`src/rtl/alu.sv`:
```
// 32-bit execute-stage ALU: seven operations selected by f.
// The result and zero flag are registered, giving one cycle of latency.
module alu (
    input  logic        clk,
    input  logic        rst,
    input  logic [31:0] a,
    input  logic [31:0] b,
    input  logic [2:0]  f,
    output logic [31:0] y,
    output logic        zero
);

    logic [31:0] bb;
    logic [31:0] sum;
    logic [31:0] y_next;

    // Signed less-than from the subtractor output. The raw sign bit is
    // wrong when a - b overflows, so it is flipped in that case.
    function automatic logic slt_bit(input logic [31:0] op_a,
                                     input logic [31:0] op_b,
                                     input logic [31:0] diff);
        logic ovf;
        ovf = (op_a[31] != op_b[31]) && (diff[31] != op_a[31]);
        return diff[31] ^ ovf;
    endfunction

    // Shared adder with optional B inversion; f[1:0] then picks the result.
    always_comb begin
        bb     = f[2] ? ~b : b;
        sum    = a + bb + {31'd0, f[2]};
        y_next = 32'd0;
        unique case (f[1:0])
            2'b00:   y_next = a & bb;
            2'b01:   y_next = a | bb;
            2'b10:   y_next = sum;
            2'b11:   y_next = f[2] ? {31'd0, slt_bit(a, b, sum)} : 32'd0;
            default: y_next = 32'd0;
        endcase
    end

    // Register the result; zero is derived from the same next value so
    // the two outputs always agree.
    always_ff @(posedge clk) begin
        if (rst) begin
            y    <= 32'd0;
            zero <= 1'b1;
        end else begin
            y    <= y_next;
            zero <= (y_next == 32'd0);
        end
    end

endmodule

```
`config.mk`:
```
export PLATFORM = sky130hd
export DESIGN_NAME = alu
export DESIGN_NICKNAME = d
export VERILOG_FILES = /design/src/rtl/alu.sv
export SDC_FILE = /design/constraint.sdc
export NUM_CORES = 1
export LEC_CHECK = 0
export ABC_AREA = 1
export BUFFER_PORTS_ARGS = -buffer_cell sky130_fd_sc_hd__clkbuf_2
export CAP_MARGIN = 20
export CORE_ASPECT_RATIO = 1.2
export CORE_MARGIN = 2
export CORE_UTILIZATION = 43
export DETAILED_ROUTE_END_ITERATION = 12
export PLACE_DENSITY = 0.73
export SYNTH_ARGS = -nofsm -noshare
export SYNTH_HDL_FRONTEND = slang
export SYNTH_SLANG_ARGS = --single-unit
```
`constraint.sdc`:
```
create_clock -name clk -period 3.3 [get_ports clk]
set_input_delay 0.66 -clock clk [delete_from_list [all_inputs] [get_ports clk]]
set_output_delay 0.66 -clock clk [all_outputs]
set_load 0.03 [all_outputs]
```
Yosys cells after proc, flatten, opt, wreduce, memory -nomap -nowiden
Index checks and enable logic that the tools add are counted.

operators by class
  bitwise logic cells = 4
  equality and inequality tests = 5
  reductions and logical operators = 3
  add/sub/neg operators = 2
  magnitude comparators = 0
  mux-type cells = 3
  shift operators = 0
  div/mod/pow operators = 0
  multipliers = 0

operator list
  cell                                            number
  one-hot mux 32 bit (4 select lines)             1
  adder 32 x 1 -> 32 bit                          1
  adder 32 bit                                    1
  AND 32 bit                                      1
  logical NOT 32 bit                              1
  2-to-1 mux 32 bit                               1
  NOT 32 bit                                      1
  OR 32 bit                                       1
  == test 2 bit (second input constant)           2
  == test 2 x 1 -> 1 bit (second input constant)  1
  logical NOT 2 bit                               1
  != test 1 bit                                   2
  logical AND 1 bit                               1
  2-to-1 mux 1 bit                                1
  XOR 1 bit                                       1

word-level totals
  memories kept = 0
  input port bits = 69
  latch bits = 0
  flip-flop bits (word level) = 33
  memory bits (writable) = 0
  ROM bits = 0

Depth between registers and ports, before layout
  depth in word-level cells = 10
  gate-level depth with buffers = 24

Least setup slack after synthesis
Ideal clock, no wire load.

  kind = input-to-reg
  start = input port f[2]
  end = register zero
  setup time = 0.058 ns
  buffers on the path = 2
  data arrival time = 2.974 ns
  stages on the path = 21
  setup slack = 0.268 ns
  cell sequence = buf_6 > clkbuf_1 > xnor2_1 > fa_1 > inv_1 > nand2_1 > nand2_1 > nand3_1 > nand2_2 > nand2_2 > nand2_4 > nand2_1 > nand3_2 > nand2_1 > nor2_1 > nand2_1 > nor2_1 > nand3_1 > nor2_1 > nand3_1 > nand2_1

on the way
  word-level cells in the longest chain between the ends = 9

ends and longest elaborated chain
  what                                   RTL line  RTL
  from (decl)                            8         input logic [2:0] f,
  2-to-1 mux 32 bit                      29        bb = f[2] ? ~b : b;
  adder 32 bit                           30        sum = a + bb + {31'd0, f[2]};
  adder 32 x 1 -> 32 bit                 30
  != test 1 bit                          23        ovf = (op_a[31] != op_b[31]) && (diff[31] != op_a[31]);
  logical AND 1 bit                      23
  XOR 1 bit                              24        return diff[31] ^ ovf;
  2-to-1 mux 1 bit                       36        2'b11: y_next = f[2] ? {31'd0, slt_bit(a, b, sum)} : 32'd0;
  one-hot mux 32 bit (4 select lines) *  32        unique case (f[1:0])
  logical NOT 32 bit *                   49        zero <= (y_next == 32'd0);
  to (signal assigned)                   49
  to (decl)                              10        output logic zero

Every way passes the cells marked *; elsewhere a longest branch is shown, timed or not.
A chain may end at the register's enable or synchronous reset.

Worst setup path in the final report
Same ends and word-level chain as after synthesis.

==> results by group <==
Critical path
  • Critical-path maximum fanout: 18
  • CP max stage delay: 0.37 ns
  • Critical path depth: 18
  • CP required: 3.51 ns
  • Cell Chain, Critical Path: clkbuf_2, buf_12, xnor2_1, ha_1, nand2_1, nor2_2, nand3_1, nand3_2, nand3_1, nand2_1, nand2_1, nand2_1, nor2_1, nor3_2, nand3_1, nor2_1, nand3_1, nand2_1
  • Most frequent CP cell: nand2_1
  • WP data arrival: 3.16 ns
  • Crit Path Category: input pin to register
  • Critical Path Slowest Stage Cell: ha_1
  • CP Capture Type: register
  • Worst Path Buf+Inv: 2
  • Critical path's top delay family: simple AND/OR/NAND/NOR gates
  • Worst setup SP type: input pin

Synthesis
  • Seq/Total Area, Yosys: 13.3%
  • Syn Nets: 998
  • Post-Syn Area: 0.00497 sq mm
  • Synth Instances: 864
  • Cell with the most instances after synthesis: nand2_1
  • Synth warn: 0
  • Synth area leaders: nand2_1 17%, ha_1 16%, inv_1 14%, dfxtp_1 13%, nor2_1 8.0%
  • Number of synthesized flops with an enable pin: 0
  • Async SR Flop Fraction: 0%
  • Area leader, netlist: nand2_1
  • Synth top area share: 17.1%
  • Avg Inst Size Synth: 5.75 sq um
  • Top_reg_cell synth: dfxtp_1
  • Synth unique cells: 37
  • Most common library cells after synthesis: 226 x nand2_1, 181 x inv_1, 106 x nor2_1, 64 x ha_1, 57 x nand3_1
  • Synthesis-stage register bit count: 33

Power
  • Logic pwr share: 55.5%
  • Seq pwr share: 22.4%
  • Power, Total: 1.98 mW
  • Power per standard cell area: 339 mW/mm^2
  • Max VDD drop: 0.000288 V
  • Int Power: 1.09 mW
  • Switching share of total power: 45.0%
  • Switching pwr: 893 uW
  • Leakage: 3.43 nW
  • Clock network fraction of total power: 22.0%

Routing
  • DRC errors left: 0
  • TritonRoute pass-1 iters: 5
  • Vias post-DR: 5,430
  • Post-DR wirelength/cell: 12.8 um
  • DR vias/cell: 4.82
  • Post-DRT Antenna Nets: 0
  • DRT iter0 DRCs: 312
  • Wirelength, routed: 14,400 um

CTS
  • CTS Buf Count: 5
  • Post-CTS Hold Fix Bufs: 0
  • Clk buf depth: 2
  • CTS H-Tree Depth: 2
  • CTS tree: built
  • Setup Buffers After CTS: 0
  • Resized Gates After CTS: 0
  • Reg clk slew, reported paths: 0.05 ns
  • CTS Sinks: 33
  • Clk Tree Root Cell: clkbuf_16

Global routing
  • Total track usage: 23.5%
  • Initial antenna violation count: 0
  • Gr ovfl total: 0
  • Largest net degree at the start of global routing: 33
  • First-pass GRT wire length: 23,100 um
  • Vias in the first global route: 5,001

STA
  • Final setup violation count: 0
  • Fin crit period: 2.95 ns
  • Max Fclk: 339 MHz
  • Setup TNS Final: 0 ns
  • Slew headroom: 56.6%
  • Tightest Pin Transition: 0.652 ns
  • Final worst-path cycle share: 89.3%
  • Max-slew violation count: 0
  • Min Hold Slack: 0.810 ns
  • RSZ-0062 raised after global routing: no
  • Final Hold Vio Count: 0

Layout
  • Share of cells above drive strength 1: 17.7%
  • Nets: 1,103
  • Non-filler instance count after layout: 1,127
  • # fillers: 1,280
  • Register area: 661 sq um
  • Antenna diodes: 0
  • Layout area overhead: 17.9%
  • Footprint of the multi-input gates: 0.00353 sq mm

Place
  • Port Buffers: 101
  • Cells after DPL: 1,119
  • HPWL Detailed: 12,200 um
  • Placer congestion estimate: 0.994

Floorplanning
  • Die Span Y: 122 um
  • Num ports: 102
  • Die Footprint: 0.0124 sq mm
  • Rows: 43
  • Starting density of the core: 43.5%
  • Area of the core: 0.0114 sq mm
  • DIE WIDTH: 102 um

Min path
  • Hold Crit Start: b[31]
  • Worst min-delay path class: input pin to register
  • Hold endpoint: y[0]
  • WHS Path Cells: 6

Status
  • Status: finished clean

Flow run
  • Max Cap Viol: 0
==> metal layers <==
layer	routed length [um]	up-vias	track usage [%]
li1	-	2834	-
met1	6580	2402	31.7
met2	6790	174	40.6
met3	844	20	1.95
met4	237	0	5.17
met5	0	-	0
==> power by group through the flow <==
| stage | logic [mW] | clock network, mW | registers [mW] |
|---|---|---|---|
| after detailed placement | 1.09 | 0 | 0.454 |
| final | 1.10 | 0.437 | 0.445 |
| after global routing | 1.24 | 0.461 | 0.449 |
| after CTS | 1.09 | 0.442 | 0.446 |
| after global placement | 1.08 | 0 | 0.454 |
| after floorplan | 0.712 | 0 | 0.528 |
==> cell type report <==
| cell class | count | share of cell area (%) |
|---|---|---|
| multi-input combinational | 630 | 60.4 |
| sequential | 33 | 11.3 |
| timing repair buffer | 114 | 10.7 |
| clock buffer | 5 | 2.14 |
| tap | 157 | 3.35 |
| inverter | 185 | 11.9 |
| clock inverter | 3 | 0.299 |
==> cells by family after synthesis <==
logic type                 count (synthesis)  synth area share, %
and+or+nand+nor                          452                 39.7
xor gates and xnor gates                  32                 5.64
AOI/OAI and AO/OA                         81                 9.22
adders and majority gates                 65                 16.5
buffers and inverters                    201                 15.6
DFF                                       33                 13.3
==> cell usage in the layout, fill, tap and decap left out, drive strengths merged, types with 2 or more instances in the layout <==
cell and instances:
o21bai 5, nand3 62, nand2 247, nand3b 8, o22ai 8, buf 13, or2 7, clkinv 2
xnor2 32, o211ai 2, nor2 114, inv 185, ha 64, clkbuf 106, a21oi 38, nand4 8
o21ai 21, a31oi 4, dfxtp 33, nor3 5
==> registers in the layout (all words and copies together), names as in the netlist <==
register and count:
zero 1, y 32
==> worst max path at each step <==
stage | start | to
2_1_floorplan | f[2] | zero
3_3_place_gp | f[2] | zero
3_5_place_dp | f[2] | zero
4_1_cts | f[2] | zero
5_1_grt | f[2] | zero
6_report | f[2] | zero
==> per-stage QoR <==
step	cell area, sq um	utilization (%)	setup slack, ns
floorplan	4970	-	0.268
global placement	5710	50.1	0.0435
detailed placement	5710	50.1	0.0912
CTS	5860	51.3	0.366
global route	5860	51.3	0.0952
finish	5860	51.3	0.352
Note: power is estimated with default switching activity, not from simulation.
